==> config.mk <==
export PLATFORM = sky130hd
export DESIGN_NAME = data_cache
export DESIGN_NICKNAME = d
export VERILOG_FILES = /design/src/rtl/data_cache.sv
export SDC_FILE = /design/constraint.sdc
export NUM_CORES = 1
export LEC_CHECK = 0
export ABC_CLOCK_PERIOD_IN_PS = 5400
export BUFFER_PORTS_ARGS = -buffer_cell sky130_fd_sc_hd__buf_2
export CAP_MARGIN = 30
export CORE_ASPECT_RATIO = 0.75
export CORE_UTILIZATION = 58
export CTS_CLUSTER_DIAMETER = 100
export DETAILED_ROUTE_END_ITERATION = 16
export PLACE_DENSITY = 0.78
export SYNTH_ARGS = -nofsm -noshare
export SYNTH_HDL_FRONTEND = slang
export SYNTH_SLANG_ARGS = --single-unit
==> constraint.sdc <==
create_clock -name clk -period 5.4 [get_ports clk]
set_input_delay 0.54 -clock clk [delete_from_list [all_inputs] [get_ports clk]]
set_output_delay 0.54 -clock clk [all_outputs]
set_load 0.05 [all_outputs]
==> src/rtl/data_cache.sv <==
// Direct-mapped, one-word-per-line, write-through/write-allocate data cache.
// Optional hit/miss counters are enabled by defining DATA_CACHE_STATS_EN.
module data_cache #(
  parameter int LINES = 16
) (
  input  logic            clk,
  input  logic            rst_b,
  input  logic            cpu_req,
  input  logic            cpu_we,
  input  logic [31:0]     cpu_addr,
  input  logic [0:3][7:0] cpu_wdata,
  output logic [0:3][7:0] cpu_rdata,
  output logic            cpu_ready,
  output logic            mem_req,
  output logic            mem_we,
  output logic [31:0]     mem_addr,
  output logic [0:3][7:0] mem_wdata,
  input  logic [0:3][7:0] mem_rdata,
  input  logic            mem_ack
`ifdef DATA_CACHE_STATS_EN
  ,
  output logic [31:0]     hit_count,
  output logic [31:0]     miss_count
`endif
);

  localparam int IDX_W = $clog2(LINES);
  localparam int TAG_W = 30 - IDX_W;

  typedef enum logic [1:0] {IDLE, REFILL, WRITE} state_t;

  state_t          state_reg;
  logic            mem_req_reg;
  logic            mem_we_reg;
  logic [IDX_W-1:0] idx;
  logic [TAG_W-1:0] tag;
  logic            hit;
  logic            ack;
  logic            line_we;
  logic [0:3][7:0] line_data;
  logic            unused_addr_bits;

  logic [TAG_W-1:0] tag_mem  [LINES];
  logic [0:3][7:0]  data_mem [LINES];
  logic [LINES-1:0] valid_reg;

  assign idx = cpu_addr[2 +: IDX_W];
  assign tag = cpu_addr[31 -: TAG_W];
  assign unused_addr_bits = ^cpu_addr[1:0];

  assign hit = valid_reg[idx] && (tag_mem[idx] == tag);
  assign ack = mem_req_reg && mem_ack;

  // A reset coinciding with the ack aborts the transfer, so the line is left untouched.
  assign line_we   = rst_b && ack;
  assign line_data = (state_reg == WRITE) ? cpu_wdata : mem_rdata;

  assign cpu_rdata = data_mem[idx];
  assign cpu_ready = rst_b && cpu_req &&
                     (((state_reg == IDLE) && !cpu_we && hit) ||
                      ((state_reg == WRITE) && ack));

  assign mem_req   = mem_req_reg;
  assign mem_we    = mem_we_reg;
  assign mem_addr  = {cpu_addr[31:2], 2'b00};
  assign mem_wdata = cpu_wdata;

  always_ff @(posedge clk) begin
    if (line_we) begin
      tag_mem[idx]  <= tag;
      data_mem[idx] <= line_data;
    end
  end

  genvar gi;
  generate
    for (gi = 0; gi < LINES; gi++) begin : g_valid
      always_ff @(posedge clk) begin
        if (!rst_b) begin
          valid_reg[gi] <= 1'b0;
        end else if (line_we && (idx == IDX_W'(gi))) begin
          valid_reg[gi] <= 1'b1;
        end
      end
    end
  endgenerate

  always_ff @(posedge clk) begin
    if (!rst_b) begin
      state_reg   <= IDLE;
      mem_req_reg <= 1'b0;
      mem_we_reg  <= 1'b0;
    end else begin
      case (state_reg)
        IDLE: begin
          if (cpu_req && cpu_we) begin
            state_reg   <= WRITE;
            mem_req_reg <= 1'b1;
            mem_we_reg  <= 1'b1;
          end else if (cpu_req && !hit) begin
            state_reg   <= REFILL;
            mem_req_reg <= 1'b1;
            mem_we_reg  <= 1'b0;
          end
        end
        REFILL, WRITE: begin
          if (mem_ack) begin
            state_reg   <= IDLE;
            mem_req_reg <= 1'b0;
            mem_we_reg  <= 1'b0;
          end
        end
        default: begin
          state_reg   <= IDLE;
          mem_req_reg <= 1'b0;
          mem_we_reg  <= 1'b0;
        end
      endcase
    end
  end

`ifdef DATA_CACHE_STATS_EN
  logic [31:0] hit_count_reg;
  logic [31:0] miss_count_reg;
  logic        retry_reg;

  assign hit_count  = hit_count_reg;
  assign miss_count = miss_count_reg;

  // retry_reg marks the post-refill lookup so it is not counted as a hit.
  always_ff @(posedge clk) begin
    if (!rst_b) begin
      hit_count_reg  <= '0;
      miss_count_reg <= '0;
      retry_reg      <= 1'b0;
    end else begin
      if ((state_reg == IDLE) && cpu_req && !cpu_we) begin
        if (hit) begin
          if (!retry_reg && (hit_count_reg != 32'hFFFF_FFFF)) begin
            hit_count_reg <= hit_count_reg + 32'd1;
          end
          retry_reg <= 1'b0;
        end else if (miss_count_reg != 32'hFFFF_FFFF) begin
          miss_count_reg <= miss_count_reg + 32'd1;
        end
      end
      if ((state_reg == REFILL) && mem_ack) begin
        retry_reg <= 1'b1;
      end
    end
  end
`endif

endmodule

# Yosys cells after proc, flatten, opt, wreduce, memory -nomap -nowiden
# Memory sizes are Yosys's and may differ from the RTL's.
# Index checks and enable logic that the tools add are counted.
[totals]
elab_cells = 91
mem_bits_rw = 928
regBits = 20
mem_bits_ro = 0
inputBits = 101
latch_bits = 0
mem_count = 2
[classes]
n_lt_le_gt_ge = 1
n_eq_ne = 20
muxes = 16
bitwise = 0
n_reduce_logical = 33
mul = 0
n_shift = 0
add_sub_neg = 0
div_mod_pow = 0
[mem_list]
columns = ["memory", "words", "width", "rd", "rd_clocked_by_memory_dff", "write_ports", "line_no", "text"]
rows = [
  ["data_mem", 16, 32, 1, 0, 1, "44", "logic [0:3][7:0] data_mem [LINES];"],
  ["tag_mem", 16, 26, 1, 0, 1, "43", "logic [TAG_W-1:0] tag_mem [LINES];"],
]
[ops]
columns = ["cell", "count"]
rows = [
  ["4-bit == test (second input constant)", 8],
  ["32-bit two-way mux", 1],
  ["26-bit == test", 1],
  ["1-bit logical AND", 26],
  ["4-bit by 3-bit == test with 1-bit output (second input constant)", 4],
  ["4-bit by 2-bit == test with 1-bit output (second input constant)", 2],
  ["1-bit two-way mux", 8],
  ["2-bit two-way mux", 3],
  ["4-bit by 5-bit less-than comparator with 1-bit output (second input constant)", 1],
  ["1-bit binary-select mux with 4-bit select", 1],
  ["4-bit by 1-bit == test with 1-bit output (second input constant)", 1],
  ["4-bit zero test", 1],
  ["1-bit one-hot mux with 2 select lines", 2],
  ["2-bit one-hot mux with 2 select lines", 1],
  ["3-bit by 1-bit inequality test with 1-bit output (second input constant)", 1],
  ["2-bit by 1-bit == test with 1-bit output (second input constant)", 1],
  ["2-bit == test (second input constant)", 1],
  ["1-bit zero test", 2],
  ["2-bit zero test", 1],
  ["2-bit inequality test (second input constant)", 1],
  ["2-bit AND reduction", 1],
  ["2-bit OR reduction", 1],
  ["1-bit logical OR", 1],
]

# Longest topological paths before layout
[depth]
word_depth = 8
ltp_mapped = 13

# Least setup slack after synthesis
# No wires, ideal clock.
[synth_timing]
path_kind = "input to register"
start = "input port cpu_addr[3]"
end = "memory data_mem[0][0] (netlist bit) (enable)"
setup_ns = 0.476
path_slack_ns = 0.503
n_path_buf = 6
cell_stages = 8
t_arrival_ns = 4.421
path_cell_list = "buf_6 buf_6 buf_4 buf_2 clkbuf_1 clkbuf_1 or2_2 nor2_1"
[synth_lines]
columns = ["element", "line_no", "text"]
rows = [
  ["from (decl)", "10", "input logic [31:0] cpu_addr,"],
  ["to (decl)", "44", ""],
]
# Straight into the memory's write port.

# Final worst setup path
[layout_timing]
start = "input port cpu_addr[5]"
end = "output port cpu_ready"
[layout_between]
elab_chain_cells = 6
[layout_rtl]
columns = ["element", "line_no", "text"]
rows = [
  ["memory 16 x 26 bit / 1-bit binary-select mux with 4-bit select (equally long branches)", "n/a", ""],
  ["26-bit == test / 1-bit two-way mux (equally long branches)", "51", "assign hit = valid_reg[idx] && (tag_mem[idx] == tag);"],
  ["1-bit logical AND (*)", "51", ""],
  ["1-bit logical AND (*)", "60", "(((state_reg == IDLE) && !cpu_we && hit) ||"],
  ["1-bit logical OR (*)", "60", ""],
  ["1-bit logical AND (*)", "59", "assign cpu_ready = rst_b && cpu_req &&"],
  ["to (decl)", "13", "output logic cpu_ready,"],
]
# Every way passes the cells marked *; elsewhere a longest branch is shown, timed or not. The select of a mux whose other input is x is not followed.

==> parameters.txt <==
Parameter                              Value

Setup path
  Critical path start-end classification ... in -> out
  Most repeated library cell on the critical path ... buf_4
  Startpoint class of the critical path ... input port
  Worst stage delay on the critical path ... 570 ps
  Arr. time, crit path ... approximately 4200 ps
  Required time of the critical path ... 4860 ps
  Bufs and invs on worst path ... 3
  Critical path endpoint category ... output pin
  Max Fanout on Critical Path ... 38
  Critical Path Slowest Stage Cell ... buf_4
  Cell class contributing the biggest share of worst-path delay ... compound AO/OA/AOI/OAI gates
  Critical Path, Cell by Cell ... buf_4 > buf_4 > mux4_2 > mux2_2 > a22oi_1 > xor2_1 > o211ai_1 > a211oi_1 > nand4_1 > a21oi_1 > buf_2

Route
  Routed vias/inst ... approximately 6.6
  Final routed wire length divided by cell count ... a little over 30 um
  Post-DRT Antenna Nets ... 0
  Final WL ... 86800 um
  DRC errors left ... 0
  Router iterations before antenna repair ... 5
  Number of DRC markers after the initial detailed-route iteration ... 2279
  Vias ... around 19000

Layout
  Max FFs per register ... approximately 510
  Commonest non-fill, non-tap cell in the layout ... edfxtp_1
  Area of combinational cells with multiple inputs ... 8440 um2
  Final standard cell area without fillers ... 42100 um2
  Final std cells w/o fill ... 2852
  Number of fillers in the final layout ... 3930
  Area overhead of the layout relative to synthesis ... 12.0%
  Most used cells in the layout excluding fill and tap cells ... edfxtp_1, mux4_2, buf_2
  Antenna Cells ... 0
  Fraction of layout instances using a drive strength above 1 ... 0.331
  Post-layout net count ... 2025
  Sequential cell area in the final layout ... 28200 um2

Timing
  Max Clk Rate ... 0.209 GHz
  Final WS setup ... 620 ps
  Worst slew pin tran ... 924 ps
  Unrepaired setup endpoints after global routing ... no
  Crit path time final ... 4780 ps
  Count of pins over their slew limit ... 0
  Worst slew margin relative to its limit ... 0.383
  Total negative slack ... 0 ps
  Post-route fraction of the period consumed by the critical path ... 0.885
  Number of endpoints failing setup at the final stage ... 0
  Worst setup skew after layout ... 19.4 ps
  Count of endpoints failing hold in the final timing report ... 0

Floorplan
  Effective utilization at floorplan ... 0.589
  Floorplan Core Area ... 63800 um2
  Cell row count ... 80
  Die Wd ... 296 um
  Die footprint ... about 66000 um2
  Top-Level Pins ... 200
  Die height ... 222 um

Placement
  Number of buffers added on ports ... about 200
  Final Wtd Congestion ... about 0.84
  Number of placed instances, taps included ... 2694
  Detailed Place HPWL ... 46000 um
  Pre-CTS setup slack ... 778 ps
  Placed instance area ... 39400 um2

Synthesis
  Average size of a mapped cell ... 21.7 um2
  Leading register cell type out of synthesis ... edfxtp_1
  Number of synthesis warnings ... 0
  Share of flip-flops with an asynchronous set or reset ... 0
  Number of flops mapped to enable cells by yosys ... 928
  Number of cells produced by synthesis ... about 1700
  Number of storage elements in the synthesis netlist ... 947
  Count of unique library cells instantiated by Yosys ... 59
  Post-synthesis sequential area ratio ... 0.752
  Synthesized cell area ... between 30000 and 40000 um2

Clock network
  Clk buf depth ... 3
  Clock transition at the registers of the reported paths ... 60 ps
  Master cell of the clock root buffer ... clkbuf_16
  Post-cts sizing count ... 0
  H-tree depth reported by CTS ... 3
  Insertion delay to the later sink of the worst-skew pair ... between 600 and 700 ps
  TritonCTS clock tree ... yes
  Post-CTS Setup Repair Bufs ... 0
  Num Clock Sinks ... 947
  CTS buffer count ... 86
  Number of hold-repair buffers added at the cts stage ... 0

Global routing
  Total Routing Usage GR ... 0.270
  Vias in the first global route ... about 19000
  Largest net degree at the start of global routing ... 74
  Initial antenna violation count ... 1
  Overflow after GRT ... 0
  First-pass GRT wire length ... 127000 um

Pwr
  Power density over the cells ... ~360 nW/um2
  Largest vdd supply drop ... approximately 0.26 mV
  Pwr Total ... 0.0152 W
  Pleak ... 13.7 nW

Status
  Status ... completed

Worst hold path
  Min-Delay Path Class ... in -> reg

Run
  Number of max-cap violations ... 0
## cell usage after synthesis, types with 3 or more instances
master	count	area [um2]
o221ai_1	3	26.3
nand2_1	41	154
mux2i_1	105	1050
a2bb2oi_1	4	35.0
inv_1	13	48.8
a221oi_1	7	61.3
edfxtp_1	928	27900
xnor2_1	17	149
mux2_2	38	428
o211ai_1	3	22.5
buf_2	19	95.1
clkbuf_1	29	109
a21oi_1	12	60.1
o21ai_0	3	15.0
nor2b_1	5	31.3
nand3_1	11	55.1
buf_1	14	52.6
buf_6	5	56.3
and2_1	3	18.8
dfxtp_1	19	380
a22oi_1	31	233
nor2_1	23	86.3
o21a_1	17	128
mux4_2	230	5180
xor2_1	12	105
buf_4	79	593
a22o_1	8	70.1
nand2b_1	4	25.0
a21boi_0	3	22.5
nand4_1	4	25.0
## worst register-to-register path: stages (launching register included)
cell	delay, ps
edfxtp_1	410
mux4_2	530
a2bb2oi_1	210
o311ai_0	320
a211oi_1	310
o21ai_0	200
nor4_2	270
nand4_1	380
o221ai_2	260
mux2i_1	250
## where the power goes
group | leakage, nW | total [W] | switching (W) | internal, W
Sequential | 8.50 | 0.00816 | 0.0000118 | 0.00815
Clock | 1.31 | 0.00590 | 0.00259 | 0.00331
Combinational | 3.92 | 0.00109 | 0.000731 | 0.000358
## layout make-up
type                       count  share of cell area
clock buffer                 117              0.0551
clock inverter                40             0.00889
sequential                   947               0.671
multi-input combinational    623               0.201
inverter                      16             0.00146
timing repair buffer         248              0.0368
tap                          861              0.0256
## worst paths after layout
kind                  startpoint           end  slack [ps]  cells past startpoint
hold reg to reg     valid_reg[9]  valid_reg[9]         470                      1
setup reg to reg  tag_mem[13][7]  state_reg[0]        2150                      9
hold / removal           cpu_req  state_reg[1]         250                      3
setup / recovery     cpu_addr[5]     cpu_ready         620                     11
## cells by family (layout without fill, tap and decap cells)
kind of cell    count (synthesis)  in the layout  synth area share
mux                           373            373             0.177
buf+inv                       164            421            0.0266
xor+xnor                       29             29           0.00676
flops                         947            947             0.752
compound gates                113            113            0.0234
fa+ha+maj                       2              2          0.000666
other cells                     1              2         0.0000998
simple gates                  104            104            0.0131
## per-stage QoR
| stage | utilization | hold slack (ps) |
|---|---|---|
| after floorplan | - | 435 |
| after global placement | 0.617 | 441 |
| after detailed placement | 0.617 | 452 |
| after CTS | 0.659 | 215 |
| after global routing | 0.660 | 239 |
| final | 0.660 | 246 |
## routing by layer
metal  GRT usage  wire, um  share of wire
met5           0         0              0
met4      0.0804      2370          0.027
met3      0.0570      8790           0.10
met2       0.427     42400           0.49
met1       0.383     33200           0.38
Power figures use the tool's default switching activity.
